--- src/rtl/bmp_loader_pkg.sv ---
// Shared constants and state encoding for the bitmap loader and comparator.
// Latency: n/a (package only).
// Backpressure: n/a (package only).
package bmp_loader_pkg;

  // Comparator geometry; the bitmap is one bit per cell.
  localparam int CMP_COLS  = 64;
  localparam int CMP_ROWS  = 24;

  localparam int BMP_W     = CMP_COLS * CMP_ROWS;
  localparam int WORD_W    = 32;
  localparam int NUM_WORDS = BMP_W / WORD_W;

  typedef enum logic [1:0] {
    ST_FILL = 2'd0,
    ST_LOAD = 2'd1,
    ST_WAIT = 2'd2
  } state_e;

endpackage

--- src/rtl/bmp_loader_done_edge.sv ---
// Registers the comparator done level and flags its rising edge.
// Latency: rise_o is combinational from d_i against the previous-cycle level.
// Backpressure: none; samples every cycle.
module done_edge (
  input  logic clk,
  input  logic rst,
  input  logic d_i,
  output logic rise_o
);

  logic done_q;

  // Previous-cycle copy of the done level.
  always_ff @(posedge clk or posedge rst) begin
    if (rst) begin
      done_q <= 1'b0;
    end else begin
      done_q <= d_i;
    end
  end

  assign rise_o = d_i & ~done_q;

endmodule

--- src/rtl/bmp_loader.sv ---
// Assembles a bitmap from WORD_W-bit words and hands it to the comparator.
// Latency: wren one cycle after the last word is accepted.
// Backpressure: in_ready low from the cycle after the last word until a new cmp_done rising edge.
module bmp_loader
  import bmp_loader_pkg::*;
#(
  parameter int BMP_W  = bmp_loader_pkg::BMP_W,
  parameter int WORD_W = bmp_loader_pkg::WORD_W
) (
  input  logic              clk,
  input  logic              rst,
  input  logic [WORD_W-1:0] in_data,
  input  logic              in_valid,
  input  logic              in_first,
  output logic              in_ready,
  output logic [BMP_W-1:0]  bitmap,
  output logic              wren,
  input  logic              cmp_done,
  output logic              busy,
  output logic [7:0]        frame_cnt
);

  localparam int NWORDS = BMP_W / WORD_W;
  localparam int IW     = (NWORDS > 1) ? $clog2(NWORDS) : 1;
  localparam logic [IW-1:0] LAST_IDX = IW'(NWORDS - 1);

  state_e             state_q, state_d;
  logic [IW-1:0]      idx_q, idx_d;
  logic [IW-1:0]      wr_idx;
  logic [BMP_W-1:0]   bitmap_q, bitmap_d;
  logic [7:0]         frame_q, frame_d;
  logic               rdy_en_q;
  logic               done_rise;

  done_edge u_done_edge (
    .clk    (clk),
    .rst    (rst),
    .d_i    (cmp_done),
    .rise_o (done_rise)
  );

  // State, fill index, bitmap and frame counter registers.
  always_ff @(posedge clk or posedge rst) begin
    if (rst) begin
      state_q  <= ST_FILL;
      idx_q    <= '0;
      bitmap_q <= '0;
      frame_q  <= 8'd0;
    end else begin
      state_q  <= state_d;
      idx_q    <= idx_d;
      bitmap_q <= bitmap_d;
      frame_q  <= frame_d;
    end
  end

  // Holds in_ready low until the first clock edge after reset is released.
  always_ff @(posedge clk or posedge rst) begin
    if (rst) begin
      rdy_en_q <= 1'b0;
    end else begin
      rdy_en_q <= 1'b1;
    end
  end

  // Next-state, indexed word write and handshake outputs.
  always_comb begin
    state_d  = state_q;
    idx_d    = idx_q;
    bitmap_d = bitmap_q;
    frame_d  = frame_q;
    in_ready = 1'b0;
    wren     = 1'b0;
    busy     = 1'b0;
    // A first-flagged word restarts the fill at index 0.
    wr_idx   = in_first ? '0 : idx_q;

    case (state_q)
      ST_FILL: begin
        in_ready = rdy_en_q;
        if (in_valid && rdy_en_q) begin
          bitmap_d[wr_idx*WORD_W +: WORD_W] = in_data;
          if (wr_idx == LAST_IDX) begin
            idx_d   = '0;
            state_d = ST_LOAD;
            // Bumped on entry so the new count is visible alongside wren.
            frame_d = frame_q + 8'd1;
          end else begin
            idx_d = wr_idx + 1'b1;
          end
        end
      end
      ST_LOAD: begin
        wren    = 1'b1;
        busy    = 1'b1;
        state_d = ST_WAIT;
      end
      ST_WAIT: begin
        busy = 1'b1;
        // Only a fresh edge counts; a level held since LOAD has done_q=1.
        if (done_rise) begin
          state_d = ST_FILL;
        end
      end
      default: begin
        state_d = ST_FILL;
      end
    endcase
  end

  assign bitmap    = bitmap_q;
  assign frame_cnt = frame_q;

endmodule

--- config.mk ---
export PLATFORM = sky130hd
export DESIGN_NAME = bmp_loader
export DESIGN_NICKNAME = d
export VERILOG_FILES = /design/src/rtl/bmp_loader_pkg.sv /design/src/rtl/bmp_loader_done_edge.sv /design/src/rtl/bmp_loader.sv
export SDC_FILE = /design/constraint.sdc
export NUM_CORES = 2
export LEC_CHECK = 0
export CORE_AREA = 2 2 619 621
export DETAILED_ROUTE_END_ITERATION = 10
export DIE_AREA = 0 0 621 623
export MAX_ROUTING_LAYER = met4
export PLACE_DENSITY = 0.36
export SYNTH_ARGS = -nofsm -noshare
export SYNTH_HDL_FRONTEND = slang
export SYNTH_SLANG_ARGS = --single-unit
--- constraint.sdc ---
create_clock -name clk -period 105.3 [get_ports clk]
set_clock_uncertainty 0.1 [all_clocks]
set_input_delay 21.06 -clock clk [delete_from_list [all_inputs] [get_ports clk]]
set_output_delay 21.06 -clock clk [all_outputs]
set_load 0.005 [all_outputs]
==> flow_summary.ini <==
[grt]
grt_pass1_vias = 57280
grt_pass1_wl_um = 584100
grt_antenna_before_repair = 51
grt_max_degree = 154
grt_usage = 0.2275
overflow = 0

[critical_path]
arrival_ns = 28.07
required_ns = 105.94
critPathLaunchType = input pin
critPathMaxFanout = 135
end_kind = flip-flop
critPathKind = in2reg
crit_family = buffers and inverters
crit_buf_inv = 8
critical-path-max-stage-delay_ns = 0.79
cp_common_cell = buf_4
cpMaxStageDelayCell = buf_4
path_cells = clkdlybuf4s50_1, buf_4, nand2b_1, ha_4, o21ai_1, nand4_1, buf_12, buf_4, buf_4, buf_4, buf_4, or2_1, buf_4, o31ai_1

[floorplan]
die-area_mm2 = 0.3869
core_mm2 = 0.3806
start_util = 0.1712
die-height_um = 623
num_rows = 227
io_pins = 1584
die_x_um = 621

[logic_synthesis]
synth_top_area_cell = dfrtp_1
synth_async_sr_flop_share = 1.000
syn_area_per_cell_um2 = 11.33
synth_seq_cells = 1554
synth_top_family_by_area = compound AO/OA/AOI/OAI gates
synthTopCellsByCount = dfrtp_1, o21ai_0, o31ai_1
synthDistinctLibCells = 59
ys_warn_count = 0
ys_seq_area_frac = 0.5967
yosysMostFrequentCell = dfrtp_1
syn_inst = 5754
synth-adder-area-share = 0.001344
synth_xor_area_frac = 0.001594
synth.top_cells.by_area = dfrtp_1, o31ai_1, o21ai_0, mux2_2, clkbuf_1
yosysTopAreaCellShare = 0.5967
syn_nets = 5798
synth_simple_gate_area_frac = 0.07213
netlist_area_mm2 = 0.06517
ys.flop_type = dfrtp_1
synth-edff-count = 0
synth-compound-area-share = 0.2013
synth_mux_area_frac = 0.07861

[cts]
clk_path_buf_depth = 4
cts_sinks = 1554
postCtsSetupBuffers = 0
cts_resized = 0
path_clk_slew_ns = 0.06
clk_latency_ns = 0.92
cts_tree = yes
clock-root-buffer = clkbuf_16
hold_buffers = 0
cts-buffers-inserted = 199
h-tree-depth = 4

[drt]
firstDrtPassIters = 6
routed_wl_um = 443400
via_per_inst = 4.670
num_vias = 57120
drc = 0
post_drt_wl_per_cell_um = 36.26
initialDrtViolationCount = 5199
ant_nets = 0

[timing]
fin_crit_sh = 0.2605
slew_headroom = 0.01693
hold_ws_ns = 0.3614
slew_violations = 0
finalHoldViolCount = 0
tns_ns = 0
timing.fmax_mhz = 36.45
setup_violations = 0
layout_min_cycle_time_ns = 27.43
rsz0062_at_grt = false
tightestPinTransition_ns = 1.475

[cells_and_area]
nFillCells = 40660
syn_to_final_growth_pct = 42.02
fin_util = 0.2432
drive_above_1_share = 0.1173
fin_area_mm2 = 0.09255
fin_nets = 7044

[placed_design]
hpwl_um = 303200
gp_congestion = 0.8228
portBuffers = 1583
placed_area_mm2 = 0.08580

[power]
irDropWorstVdd_mv = 0.01244
p_total_uw = 1509
power.density_mw_per_mm2 = 16.31
p_leak_uw = 0.03908

[status]
status = finished clean

[min_path]
worstHoldPathType = reg2reg

[run]
maxCapViolCount = 0
==> flip-flops by register name (all words and copies together), names as in the netlist <==
| register | cells |
|---|---|
| frame_cnt | 8 |
| rdy_en_q | 1 |
| idx_q | 6 |
| state_q | 2 |
| u_done_edge.done_q | 1 |
| bitmap | 1536 |
==> report_power, final <==
part           internal [µW]  switching, µW
Combinational           27.5            153
Sequential               604           4.73
Clock                    423            297
==> path summary, 6_finish.rpt <==
kind                            start            to  slack (ns)  cells past startpoint
min reg2reg                bitmap[13]    bitmap[13]        0.36                      2
min                        bitmap[13]    bitmap[13]        0.36                      2
max in group asynchronous         rst  bitmap[1243]       80.61                      6
max reg2reg                  idx_q[2]  bitmap[1386]       98.42                     11
min in group asynchronous         rst   bitmap[549]       20.57                      2
max                          in_first  bitmap[1386]       77.87                     14
==> cells by family after synthesis <==
logic type	after synthesis
other	1
XOR/XNOR	11
multiplexers	440
AND/OR/NAND/NOR	955
adder cells (fa/ha/maj)	7
buffers and inverters	740
AO/OA/AOI/OAI	2046
flip-flops	1554
==> per-stage QoR <==
step                setup slack [ns]  instances
floorplan                      40.30       5754
global placement               77.30      11840
detailed placement             77.22      11840
CTS                            78.18      12190
global route                   77.75      12210
finish                         77.87      12230
==> placed cells by master (no fill, tap or decap), drive strengths merged, types with 8 or more instances in the layout <==
master         count
o41ai             77
diode             42
nand3             47
mux2i             46
nor3              70
clkdlybuf4s50   1551
nand2            217
or2               35
nor2             332
buf              179
nand2b             8
nand4             78
inv               60
o31ai            872
nor4              87
dfrtp           1554
nand4b            59
bufinv            16
mux2             394
or3               11
o21ai            954
clkbuf           297
clkinv            29
a21o             120
==> worst reg2reg max path: cells and delay by family, from the launching register on <==
family                 cells  cell delay (ns)
AO/OA/AOI/OAI              2             0.42
buffers and inverters      6             3.92
flip-flops                 1             0.56
AND/OR/NAND/NOR            3             1.71
==> cell type report <==
class / count / area [µm²] / area share
clock inverters: 54 / 779.5 / 0.008423
inverters: 55 / 214.0 / 0.002312
well taps: 5038 / 6304 / 0.06811
diodes: 42 / 105.1 / 0.001136
clock buffers: 297 / 5864 / 0.06337
flip-flops and latches: 1554 / 38890 / 0.4202
multi-input cells: 3460 / 23370 / 0.2525
repair buffers: 1730 / 17020 / 0.1839
==> metal layers <==
metal / share of wire / vias up / global-route usage
met4: 0.055 / 0 / 0.1042
met5: 0 / - / -
li1: - / 23690 / -
met2: 0.48 / 2368 / 0.3719
met3: 0.073 / 580 / 0.05716
met1: 0.39 / 30490 / 0.2620
Power figures use the tool's default switching activity.
